### src/rtl/ifu_fetch_queue_ctrl.sv
// ifu_fetch_queue_ctrl
//   Occupancy and pointer controller for the IFU fetch queue. The queue holds
//   DEPTH entries arranged as NUM_BANKS banks x BANK_DEPTH rows. Entry index
//   bits [2:0] select the bank and [4:3] select the row. Fetch writes a group
//   of up to NUM_BANKS instructions per cycle. Decode reads up to RD_PORTS
//   instructions per cycle. Flush empties the queue.
//
// Ports
//   clk, rst          clock, synchronous active-high reset
//   flush             redirect; discards all queue contents
//   fetch_valid       fetch group presented this cycle
//   fetch_inst_num    number of valid instructions in the group (0..8)
//   fetch_ready       room for a full 8-instruction group
//   push_en           group accepted this cycle
//   wr_ptr            entry index of inst0 of the group
//   wr_bank_ptr       one-hot bank of wr_ptr
//   dec_ready_num     instructions decode can take this cycle (0..4)
//   rd_ptr            entry index of the oldest instruction
//   rd_bank_ptr       one-hot bank of rd_ptr
//   out_valid         thermometer of the instructions available to decode
//   deq_num           instructions popped this cycle
//   count             occupancy (0..DEPTH)
//   empty, full       count==0, count==DEPTH
module ifu_fetch_queue_ctrl #(
   parameter int unsigned NUM_BANKS  = 8,
   parameter int unsigned BANK_DEPTH = 4,
   parameter int unsigned DEPTH      = NUM_BANKS * BANK_DEPTH,
   parameter int unsigned RD_PORTS   = 4
) (
   input  logic                               clk,
   input  logic                               rst,
   input  logic                               flush,
   input  logic                               fetch_valid,
   input  logic [$clog2(NUM_BANKS+1)-1:0]     fetch_inst_num,
   output logic                               fetch_ready,
   output logic                               push_en,
   output logic [$clog2(DEPTH)-1:0]           wr_ptr,
   output logic [NUM_BANKS-1:0]               wr_bank_ptr,
   input  logic [$clog2(RD_PORTS+1)-1:0]      dec_ready_num,
   output logic [$clog2(DEPTH)-1:0]           rd_ptr,
   output logic [NUM_BANKS-1:0]               rd_bank_ptr,
   output logic [RD_PORTS-1:0]                out_valid,
   output logic [$clog2(RD_PORTS+1)-1:0]      deq_num,
   output logic [$clog2(DEPTH+1)-1:0]         count,
   output logic                               empty,
   output logic                               full
);

   localparam int unsigned PW  = $clog2(DEPTH);
   localparam int unsigned CW  = $clog2(DEPTH+1);
   localparam int unsigned BW  = $clog2(NUM_BANKS);
   localparam int unsigned NW  = $clog2(NUM_BANKS+1);
   localparam int unsigned DW  = $clog2(RD_PORTS+1);

   logic [CW-1:0]        count_q, count_d;
   logic [PW-1:0]        wr_ptr_q, wr_ptr_d;
   logic [PW-1:0]        rd_ptr_q, rd_ptr_d;
   logic [NUM_BANKS-1:0] wr_bank_q, wr_bank_d;
   logic [NUM_BANKS-1:0] rd_bank_q, rd_bank_d;

   logic [NW-1:0]        push_num;
   logic [DW-1:0]        dec_lim;
   logic [CW:0]          count_wide;

   // Rotating the doubled vector left and keeping the upper half gives a
   // rotate-left. A group of NUM_BANKS instructions rotates by 0, as expected.
   function automatic logic [NUM_BANKS-1:0] rotl(input logic [NUM_BANKS-1:0] v,
                                                 input logic [BW-1:0]        amt);
      logic [2*NUM_BANKS-1:0] t;
      t = {v, v} << amt;
      return t[2*NUM_BANKS-1:NUM_BANKS];
   endfunction

   // Outputs depend on the registered state plus the current inputs.
   // Nothing that is pushed this cycle can be seen on the read side until the next cycle.
   always_comb begin
      fetch_ready = (count_q <= CW'(DEPTH - NUM_BANKS));
      push_en     = fetch_valid & fetch_ready & ~flush;
      push_num    = push_en ? fetch_inst_num : '0;
      dec_lim     = (dec_ready_num > DW'(RD_PORTS)) ? DW'(RD_PORTS) : dec_ready_num;
      deq_num     = '0;
      out_valid   = '0;
      if (!flush) begin
         deq_num = (CW'(dec_lim) < count_q) ? dec_lim : DW'(count_q);
         for (int unsigned i = 0; i < RD_PORTS; i++) begin
            out_valid[i] = (count_q > CW'(i));
         end
      end
   end

   always_comb begin
      count_wide = {1'b0, count_q} + (CW+1)'(push_num) - (CW+1)'(deq_num);
      count_d    = count_q + CW'(push_num) - CW'(deq_num);
      wr_ptr_d   = wr_ptr_q + PW'(push_num);
      rd_ptr_d   = rd_ptr_q + PW'(deq_num);
      wr_bank_d  = rotl(wr_bank_q, BW'(push_num));
      rd_bank_d  = rotl(rd_bank_q, BW'(deq_num));
      if (flush) begin
         count_d   = '0;
         wr_ptr_d  = '0;
         rd_ptr_d  = '0;
         wr_bank_d = NUM_BANKS'(1);
         rd_bank_d = NUM_BANKS'(1);
      end
   end

   always_ff @(posedge clk) begin
      if (rst) begin
         count_q   <= '0;
         wr_ptr_q  <= '0;
         rd_ptr_q  <= '0;
         wr_bank_q <= NUM_BANKS'(1);
         rd_bank_q <= NUM_BANKS'(1);
      end else begin
         count_q   <= count_d;
         wr_ptr_q  <= wr_ptr_d;
         rd_ptr_q  <= rd_ptr_d;
         wr_bank_q <= wr_bank_d;
         rd_bank_q <= rd_bank_d;
      end
   end

   assign wr_ptr      = wr_ptr_q;
   assign rd_ptr      = rd_ptr_q;
   assign wr_bank_ptr = wr_bank_q;
   assign rd_bank_ptr = rd_bank_q;
   assign count       = count_q;
   assign empty       = (count_q == '0);
   assign full        = (count_q == CW'(DEPTH));

   a_fetch_num: assert property (@(posedge clk) disable iff (rst)
      fetch_valid |-> (fetch_inst_num <= NW'(NUM_BANKS)));
   a_dec_num: assert property (@(posedge clk) disable iff (rst)
      dec_ready_num <= DW'(RD_PORTS));
   // With one extra bit, an underflow wraps to a large value, so one bound catches both directions.
   a_count_range: assert property (@(posedge clk) disable iff (rst)
      count_wide <= (CW+1)'(DEPTH));
   a_bank_onehot: assert property (@(posedge clk) disable iff (rst)
      $onehot(wr_bank_q) && $onehot(rd_bank_q));
   a_bank_align: assert property (@(posedge clk) disable iff (rst)
      (wr_bank_q == rotl(NUM_BANKS'(1), wr_ptr_q[BW-1:0])) &&
      (rd_bank_q == rotl(NUM_BANKS'(1), rd_ptr_q[BW-1:0])));

endmodule
### config.mk
export PLATFORM = sky130hd
export DESIGN_NAME = ifu_fetch_queue_ctrl
export DESIGN_NICKNAME = d
export VERILOG_FILES = /design/src/rtl/ifu_fetch_queue_ctrl.sv
export SDC_FILE = /design/constraint.sdc
export NUM_CORES = 1
export LEC_CHECK = 0
export ABC_AREA = 1
export CAP_MARGIN = 20
export CORE_UTILIZATION = 40
export CTS_CLUSTER_SIZE = 12
export DETAILED_ROUTE_END_ITERATION = 12
export PLACE_DENSITY = 0.69
export RECOVER_POWER = 100
export SYNTH_ARGS = -nofsm -noshare
export SYNTH_HDL_FRONTEND = slang
export SYNTH_SLANG_ARGS = --single-unit
### constraint.sdc
create_clock -name clk -period 4.8 [get_ports clk]
set_clock_uncertainty 0.1 [all_clocks]
set_input_delay 0.72 -clock clk [delete_from_list [all_inputs] [get_ports clk]]
set_output_delay 0.72 -clock clk [all_outputs]
set_load 0.01 [all_outputs]
==> run metrics, run 1 <==
status complete, no violations; min-delay src rd_ptr[4]; syn_area_per_cell 6.77 um^2; Congestion Overflow GR 0; H-Tree Depth 2; TritonRoute pass-1 iters 4; WS Path Type input pin to output pin; multi-input combinational cell area about 1400 um^2; final setup TNS 0 ps; vias in the first global route 2100; post-route clock period utilization 90.4%; yosys warns 0; CP arrival 3520 ps; Final WS setup 461 ps; Final Max Slew Viols 0; Starting Density between 40% and 50%; clock share of power 14.0%; fill count 573; #FFs+latches synth 32; Logic pwr share between 60% and 70%; PD cells between 500 and 600 nW/um^2; Critical Path RT 3980 ps; synth-to-layout area growth 29.1%; Hold Vio Cnt, Final 0; Post-Synthesis Cells 340; clk slew on worst S/H paths 60 ps; largest net degree at the start of global routing 27; RSZ-0062 raised after global routing no; R2R Path End count[4]; drt wl/cell 11.1 um; CTS Root Cell clkbuf_8; max-cap viol count 0; post-layout net count between 400 and 500; Tot GR Track Use 18.9%; commonest non-fill, non-tap cells in the layout nand2_1 (65), inv_1 (57), nor2_1 (51), dlygate4sd3_1 (42), dfxtp_1 (32); Worst Hold End rd_ptr[4]; Placeable Area 5540 um^2; FF/Latch Area 641 um^2; Final min period 4340 ps; synth top area cells dfxtp_1 (28%), ha_1 (10%), nand2_1 (10%); layout cell share with drive strength beyond 1 4.79%; Power Internal around 0.83 mW; R2R Path Start count[5]; total CTS buffers 5; FMAX around 0.23 GHz; Worst-Margin Slew 905 ps; Syn Nets 375; Net Sw Frac between 40 and 50%; share of the synthesized area in the top cell type 27.8%; pre-CTS setup slack 343 ps; Clk Latency, worst-skew pair about 290 ps; drt total wl 5.21 mm; top cell type by total area after synthesis dfxtp_1; initial antenna violation count 0; sw power roughly 0.74 mW; Detailed Place HPWL 3.99 mm; Setup crit start kind input pin; row cnt 27; Cell Area, Synth 2300 um^2; Num Clock Sinks 32; Antenna Violating Nets Remaining 0; via/cell ratio 4.80; CTS max path bufs 2; Reg2Reg Setup Slack between 1000 and 1500 ps; Worst Reg2Reg Path Length in Cells 18; Post-CTS Setup Inserts 0; DR iter-0 viols 81; critical path peak fanout 11; placer congestion estimate 0.847; I/O pins 54; PostCTS Resize Cnt 0; CP Capture Type output pin; Die ar. 6070 um^2; post-synthesis sequential area ratio 27.8%; width of the die 77.9 um; Die H 77.9 um; Hold Path Class flop to flop; Reg power frac approximately 23%; first-pass GRT wire length 9.08 mm; VDD IR max 0.282 mV; # port buffers 53; DRC violations left 0; Antenna diodes 0; commonest non-fill, non-tap cell in the layout nand2_1; hold buffers post-CTS 0; TritonCTS clock tree yes; leakage ~1.5 nW; DR vias 2252; Rel. slew slack 39.5%; # setup viols final 0; Cell variety after synth 33; WHS Path Cells 1
kinds of logic after synthesis:
kind of cell / after synthesis / share of synthesized area, %
compound gates: 50 / 13.0
simple gates: 165 / 31.9
xor+xnor: 1 / 0.380
buf+inv: 66 / 11.4
fa+ha+maj: 24 / 14.7
mux: 2 / 0.869
flops: 32 / 27.8
metrics by stage:
step / total power [mW] / instance area, um^2 / util (%) / std cells / hold slack (ps)
detailed placement: 1.41 / 2910 / 52.5 / 461 / 352
CTS: 1.63 / 3000 / 54.1 / 469 / 363
floorplan: 1.08 / 2300 / - / 340 / 373
finish: 1.57 / 2970 / 53.7 / 469 / 348
global placement: 1.39 / 2910 / 52.5 / 461 / 341
global route: 1.75 / 2970 / 53.7 / 469 / 368
layout make-up:
cell class	instances	area share [%]
tap	72	3.03
timing repair buffer	56	18.5
clock buffer	8	3.03
inverter	59	7.53
sequential	32	21.5
multi-input combinational	242	46.3
how the worst max path moves through the flow:
stage                            end  slack (ps)              from
after floorplan             count[5]         890  dec_ready_num[0]
after global placement      count[5]         470  dec_ready_num[2]
after detailed placement    count[5]         340  dec_ready_num[2]
after CTS                   count[5]         630  dec_ready_num[2]
after global routing        count[4]         140  dec_ready_num[2]
final                     deq_num[1]         460  dec_ready_num[2]
sequential cells by signal, summed over array words and instances (netlist names):
signal       count
wr_bank_ptr      8
count            6
rd_bank_ptr      8
wr_ptr           5
rd_ptr           5
cell usage after synthesis:
library cell  number
nor2_1            50
nand3_2            3
buf_4              1
inv_4              1
or2_1              6
o31ai_4            1
nand2_1           63
xnor2_1            1
nor4_1             1
and2_1             1
inv_2              2
nand3_1           26
nand3b_1           1
o21ai_2            3
a31oi_1            3
nand4_1            8
a21oi_1           12
nor2_2             1
nand2_2            3
fa_1               5
buf_6              1
o21ai_0           21
buf_2              1
a211oi_1           1
dfxtp_1           32
inv_1             56
ha_1              19
clkbuf_1           4
mux2i_1            2
o211ai_1           6
nor2_4             1
or2_2              1
o21ai_1            3
layer usage:
layer	global-route usage (%)	up-vias	wire length, um
met4	5.47	0	32
met5	0	-	0
met1	23.3	989	2530
met3	4.71	4	237
met2	32.2	52	2410
li1	-	1207	-
power by group through the flow:
stage | Combinational, mW | Sequential (mW) | Clock [mW]
after detailed placement | 1.05 | 0.361 | 0
after global routing | 1.15 | 0.361 | 0.234
after floorplan | 0.701 | 0.375 | 0
after CTS | 1.05 | 0.356 | 0.226
final | 0.997 | 0.353 | 0.219
after global placement | 1.03 | 0.362 | 0
worst max-delay path, stage by stage:
cell and delay, ps:
clkdlybuf4s50_1 530, o21ai_1 100, and2_0 160, ha_1 270, nand2_1 70, nand2_1 40
nand2_1 100, nand2_1 110, nand2_1 70, nand3_1 310, inv_1 420, clkdlybuf4s50_1 610
Power figures use the tool's default switching activity.
==> run 2, diff against run 1 <==
--- a/config.mk
+++ b/config.mk
@@ -8,10 +8,11 @@
 export ABC_AREA = 1
 export CAP_MARGIN = 20
 export CORE_UTILIZATION = 40
-export CTS_CLUSTER_SIZE = 12
+export CTS_CLUSTER_SIZE = 30
 export DETAILED_ROUTE_END_ITERATION = 12
-export PLACE_DENSITY = 0.69
+export PLACE_DENSITY = 0.72
 export RECOVER_POWER = 100
+export SLEW_MARGIN = 5
 export SYNTH_ARGS = -nofsm -noshare
 export SYNTH_HDL_FRONTEND = slang
 export SYNTH_SLANG_ARGS = --single-unit
==> constraint.sdc (replaced) <==
create_clock -name clk -period 3.6 [get_ports clk]
set_clock_uncertainty 0.1 [all_clocks]
set_input_delay 0.54 -clock clk [delete_from_list [all_inputs] [get_ports clk]]
set_output_delay 0.54 -clock clk [all_outputs]
set_load 0.01 [all_outputs]
==> run 2 against run 1 <==
Compared with the run above:
- clock power grew 40%
- count of clock-buffer cells in the layout decreased by 1
- global-route usage increased by 1.5 points
- core utilization is 4.2 points higher
- critical path type unchanged
- routed wire length increased by 11%
==> run metrics, run 2 (synthesized netlist as in run 1, its figures left out) <==
fill count about 530; # setup viols final 0; Die H 77.9 um; Detailed Place HPWL 4.34 mm; total CTS buffers 5; via/cell ratio approximately 5.0; post-layout net count 452; largest net degree at the start of global routing 27; PD cells 755 nW/um^2; critical path peak fanout 17; WHS Path Cells 1; drt total wl between 5 and 6 mm; final core utilization 57.9%; Worst-Margin Slew 506 ps; Tot GR Track Use 20.3%; post-route clock period utilization between 90% and 100%; status complete, no violations; WS Path Type input pin to output pin; DRC violations left 0; leakage 1.62 nW; first-pass GRT wire length 9.78 mm; width of the die 77.9 um; Starting Density 41.6%; multi-input combinational cell area 1450 um^2; Design Area, Final 3210 um^2; clk slew on worst S/H paths 60 ps; Worst Reg2Reg Path Length in Cells 22; commonest non-fill, non-tap cells in the layout nand2_1 (61), inv_1 (55), nor2_1 (51), dlygate4sd3_1 (42), dfxtp_1 (32); Clk Latency, worst-skew pair 290 ps; synth-to-layout area growth 39.3%; TritonRoute pass-1 iters 4; commonest non-fill, non-tap cell in the layout nand2_1; placed standard-cell area 3050 um^2; WL met2 approximately 2.8 mm; TritonCTS clock tree yes; vias in the first global route 2277; Final WS setup 176 ps; Critical Path RT 2960 ps; drt wl/cell between 10 and 15 um; Final Max Slew Viols 0; Num Clock Sinks 32; Setup crit start kind input pin; H-Tree Depth 2; Placeable Area 5540 um^2; Final min period about 3400 ps; placer congestion estimate 0.861; layout cell share with drive strength beyond 1 13.2%; DR vias 2436; FF/Latch Area 641 um^2; Finished Layout Cells 489; Metal-1 WL 2.57 mm; hold buffers post-CTS 0; CTS max path bufs 2; Die ar. 6070 um^2; row cnt 27; I/O pins 54; dpl cells about 480; VDD IR max about 0.36 mV; DR iter-0 viols 157; initial antenna violation count 0; metal3 WL 354 um; Top Metal Used met4; Hold Path Class flop to flop; CP arrival roughly 2800 ps; CTS Root Cell clkbuf_8; Rel. slew slack 66.3%; Antenna Violating Nets Remaining 0; Hold Vio Cnt, Final 0; CP Capture Type output pin; Antenna diodes 0; Congestion Overflow GR 0; RSZ-0062 raised after global routing no; FMAX 0.292 GHz; pre-CTS setup slack -401 ps; max-cap viol count 0; # port buffers 53
==> run 2: cell types whose count changed in the layout (fill, tap and decap cells not counted), moves of 3 or more <==
cell             delta
ha_1                -3
nand2_1             -4
a21oi_1             -3
clkdlybuf4s50_1     -3
buf_4              +18
nand2_2             +3
==> run 2: area by class of cell <==
| cell class | count | area share, % |
|---|---|---|
| well taps | 72 | 2.81 |
| multi-input cells | 242 | 45.3 |
| flip-flops and latches | 32 | 20.0 |
| inverters | 59 | 6.98 |
| repair buffers | 77 | 21.9 |
| clock buffers | 7 | 3.00 |
==> run 2: metrics by stage <==
| step | setup TNS, ps | hold slack [ps] | total power [mW] |
|---|---|---|---|
| finish | 0 | 351 | 2.42 |
| global route | 0 | 389 | 2.67 |
| CTS | 0 | 364 | 2.44 |
| detailed placement | -852 | 354 | 2.04 |
| global placement | -576 | 342 | 2.00 |
| floorplan | 0 | 373 | 1.45 |
==> run 2: report_power, final <==
group / internal (mW) / switching, mW
clock network: 0.170 / 0.136
logic: 0.724 / 0.925
registers: 0.417 / 0.0502
==> run 2: worst paths after layout <==
kind / from / endpoint / slack (ps)
min: rd_ptr[4] / rd_ptr[4] / 350
max: dec_ready_num[2] / deq_num[2] / 180
max reg2reg: count[5] / count[5] / 340
min reg2reg: rd_ptr[4] / rd_ptr[4] / 350
==> run 2: worst max-delay path, cell delays in order <==
cell and delay, ps:
dlygate4sd2_1 220, o21ai_1 80, and2_4 170, ha_1 260
nand2_1 60, nand2_1 50, nand2_2 80, nand2_4 80
a21oi_4 170, o21ai_4 70, inv_2 70, buf_4 100
buf_4 200, dlygate4sd3_1 630
==> run 2: metal layers <==
metal / vias up / global-route usage [%]
met4: 0 / 7.17
met3: 10 / 5.53
li1: 1248 / -
met5: - / 0
met2: 72 / 34.3
met1: 1106 / 24.6
==> run 2: repair_timing <==
| item | in CTS | in global routing |
|---|---|---|
| buffers inserted | 2 | 1 |
| resized for setup | 10 | 8 |
| pin swaps | 8 | 10 |
| setup endpoints to repair | 2 | 4 |
| gates cloned | 0 | 0 |
==> run 3, diff against run 2 <==
--- a/config.mk
+++ b/config.mk
@@ -7,9 +7,11 @@
 export LEC_CHECK = 0
 export ABC_AREA = 1
 export CAP_MARGIN = 20
+export CORE_MARGIN = 2
 export CORE_UTILIZATION = 40
 export CTS_CLUSTER_SIZE = 30
 export DETAILED_ROUTE_END_ITERATION = 12
+export GPL_ROUTABILITY_DRIVEN = 0
 export PLACE_DENSITY = 0.72
 export RECOVER_POWER = 100
 export SLEW_MARGIN = 5
==> run 3 against run 2 <==
Compared with the run above:
- flip-flop and latch count is the same
- critical path depth is the same
- global-route usage shrank 1.3 points
- non-clock buffer count grew 2
- routed wire length grew 3.2%
- register-to-register slack lost 40 ps
- highest routed layer unchanged
- design area grew 0.86%
==> run metrics, run 3 (synthesized netlist as in run 1, its figures left out) <==
Starting Density 41.6%; FF/Latch Area roughly 640 um^2; via/cell ratio roughly 5; worst path cell trace clkdlybuf4s15_1 -> o21ai_2 -> and2_4 -> ha_4 -> nand2_2 -> nand2_2 -> nand2_2 -> nand2_4 -> buf_4 -> nand2_1 -> nand3_2 -> clkbuf_1 -> inv_1 -> clkdlybuf4s50_1; CTS Root Cell clkbuf_8; first-pass GRT wire length 9.79 mm; CP arrival 2800 ps; Worst-Margin Slew between 600 and 700 ps; # port buffers 53; Final min period about 3400 ps; DRC violations left 0; Setup crit start kind input pin; Critical Path RT 2960 ps; drt total wl 5.98 mm; post-layout net count around 450; CP most frequent cell nand2_2; max-cap viol count 0; Hold Path Class flop to flop; Num Clock Sinks 32; DR vias 2464; Placeable Area 5540 um^2; layout cell share with drive strength beyond 1 15.0%; FMAX 0.290 GHz; row cnt 27; Final Max Slew Viols 0; min-delay src rd_ptr[4]; fill count 507; PD cells 766 nW/um^2; Slowest Stage Delay on Critical Path 530 ps; post-route clock period utilization a little over nine tenths; Clk Latency, worst-skew pair 290 ps; synth-to-layout area growth 40.5%; I/O pins 54; drt wl/cell 12.2 um; total CTS buffers 5; commonest non-fill, non-tap cells in the layout nand2_1 (59), inv_1 (54), nor2_1 (51), dlygate4sd3_1 (34), dfxtp_1 (32); Detailed Place HPWL 4.52 mm; # setup viols final 0; vias in the first global route approximately 2300; width of the die around 80 um; Rel. slew slack 59.8%; TritonRoute pass-1 iters 4; commonest non-fill, non-tap cell in the layout nand2_1; pre-CTS setup slack -475 ps; Die H 79.9 um; R2R Path Start count[1]; H-Tree Depth 2; Final WS setup 156 ps; initial antenna violation count 0; CTS max path bufs 2; dpl cells 480; clk slew on worst S/H paths approximately 60 ps; slowest library cell on the worst path clkdlybuf4s50_1; leakage 1.60 nW; CP Launch Point dec_ready_num[2]; VDD IR max approximately 0.47 mV; Finished Layout Cells 492; Antenna diodes 0; Die ar. ~6400 um^2; Hold Vio Cnt, Final 0; WS Path Type input pin to output pin; status complete, no violations; Congestion Overflow GR 0; DR iter-0 viols 97; multi-input combinational cell area approximately 1500 um^2; CP Capture Type output pin; TritonCTS clock tree yes; critical path peak fanout 9; Antenna Violating Nets Remaining 0; largest net degree at the start of global routing 18; Tot GR Track Use 19.1%
==> run 3: stage by stage <==
step | area [um^2] | util, % | hold WS, ps | total power [mW] | TNS (ps)
after detailed placement | 3060 | 55.2 | 344 | 2.05 | -992
after global placement | 3060 | 55.2 | 339 | 1.99 | -606
final | 3240 | 58.4 | 344 | 2.48 | 0
after global routing | 3240 | 58.4 | 410 | 2.72 | -39.0
after floorplan | 2310 | - | 373 | 1.45 | 0
after CTS | 3180 | 57.5 | 353 | 2.44 | 0
==> run 3: path summary, 6_finish.rpt <==
path | endpoint | slack (ps) | depth (start not counted)
max | deq_num[1] | 160 | 14
min | rd_ptr[4] | 340 | 1
max reg2reg | count[4] | 300 | 21
min reg2reg | rd_ptr[4] | 340 | 1
==> run 3: worst max-delay path: cells and delay by family <==
kind / cells / cell delay [ps]
AND/OR/NAND/NOR: 7 / 550
AO/OA/AOI/OAI: 1 / 70
buffers and inverters: 5 / 1390
adder cells (fa/ha/maj): 1 / 260
==> run 3: where the power goes <==
| group | leakage [nW] | total (mW) | switching, mW | internal [mW] |
|---|---|---|---|---|
| Clock | 0.0455 | 0.293 | 0.137 | 0.156 |
| Sequential | 0.261 | 0.467 | 0.0505 | 0.417 |
| Combinational | 1.29 | 1.72 | 0.944 | 0.775 |
| Total | 1.60 | 2.48 | 1.13 | 1.35 |
==> run 3: what timing repair did <==
item                                    CTS  global route
endpoints found under the setup margin    2             2
setup buffers                             2             2
pin swaps                                 9            15
cloned                                    0             0
hold endpoints to repair                  0             0
hold buffers                              0             0
resized for setup                         9            17
==> run 3: routing by layer <==
layer	up-vias	GRT usage, %	wire length (um)
met2	77	33.7	2890
met3	9	4.52	334
met1	1123	23.2	2700
met4	0	4.75	60
li1	1255	-	-
met5	-	0	0
==> run 3: layout make-up <==
cell class              count  area share (%)
clock buffers               8            2.78
multi-input cells         242            45.9
flip-flops and latches     32            19.8
inverters                  59            6.92
repair buffers             79            21.8
well taps                  72            2.78
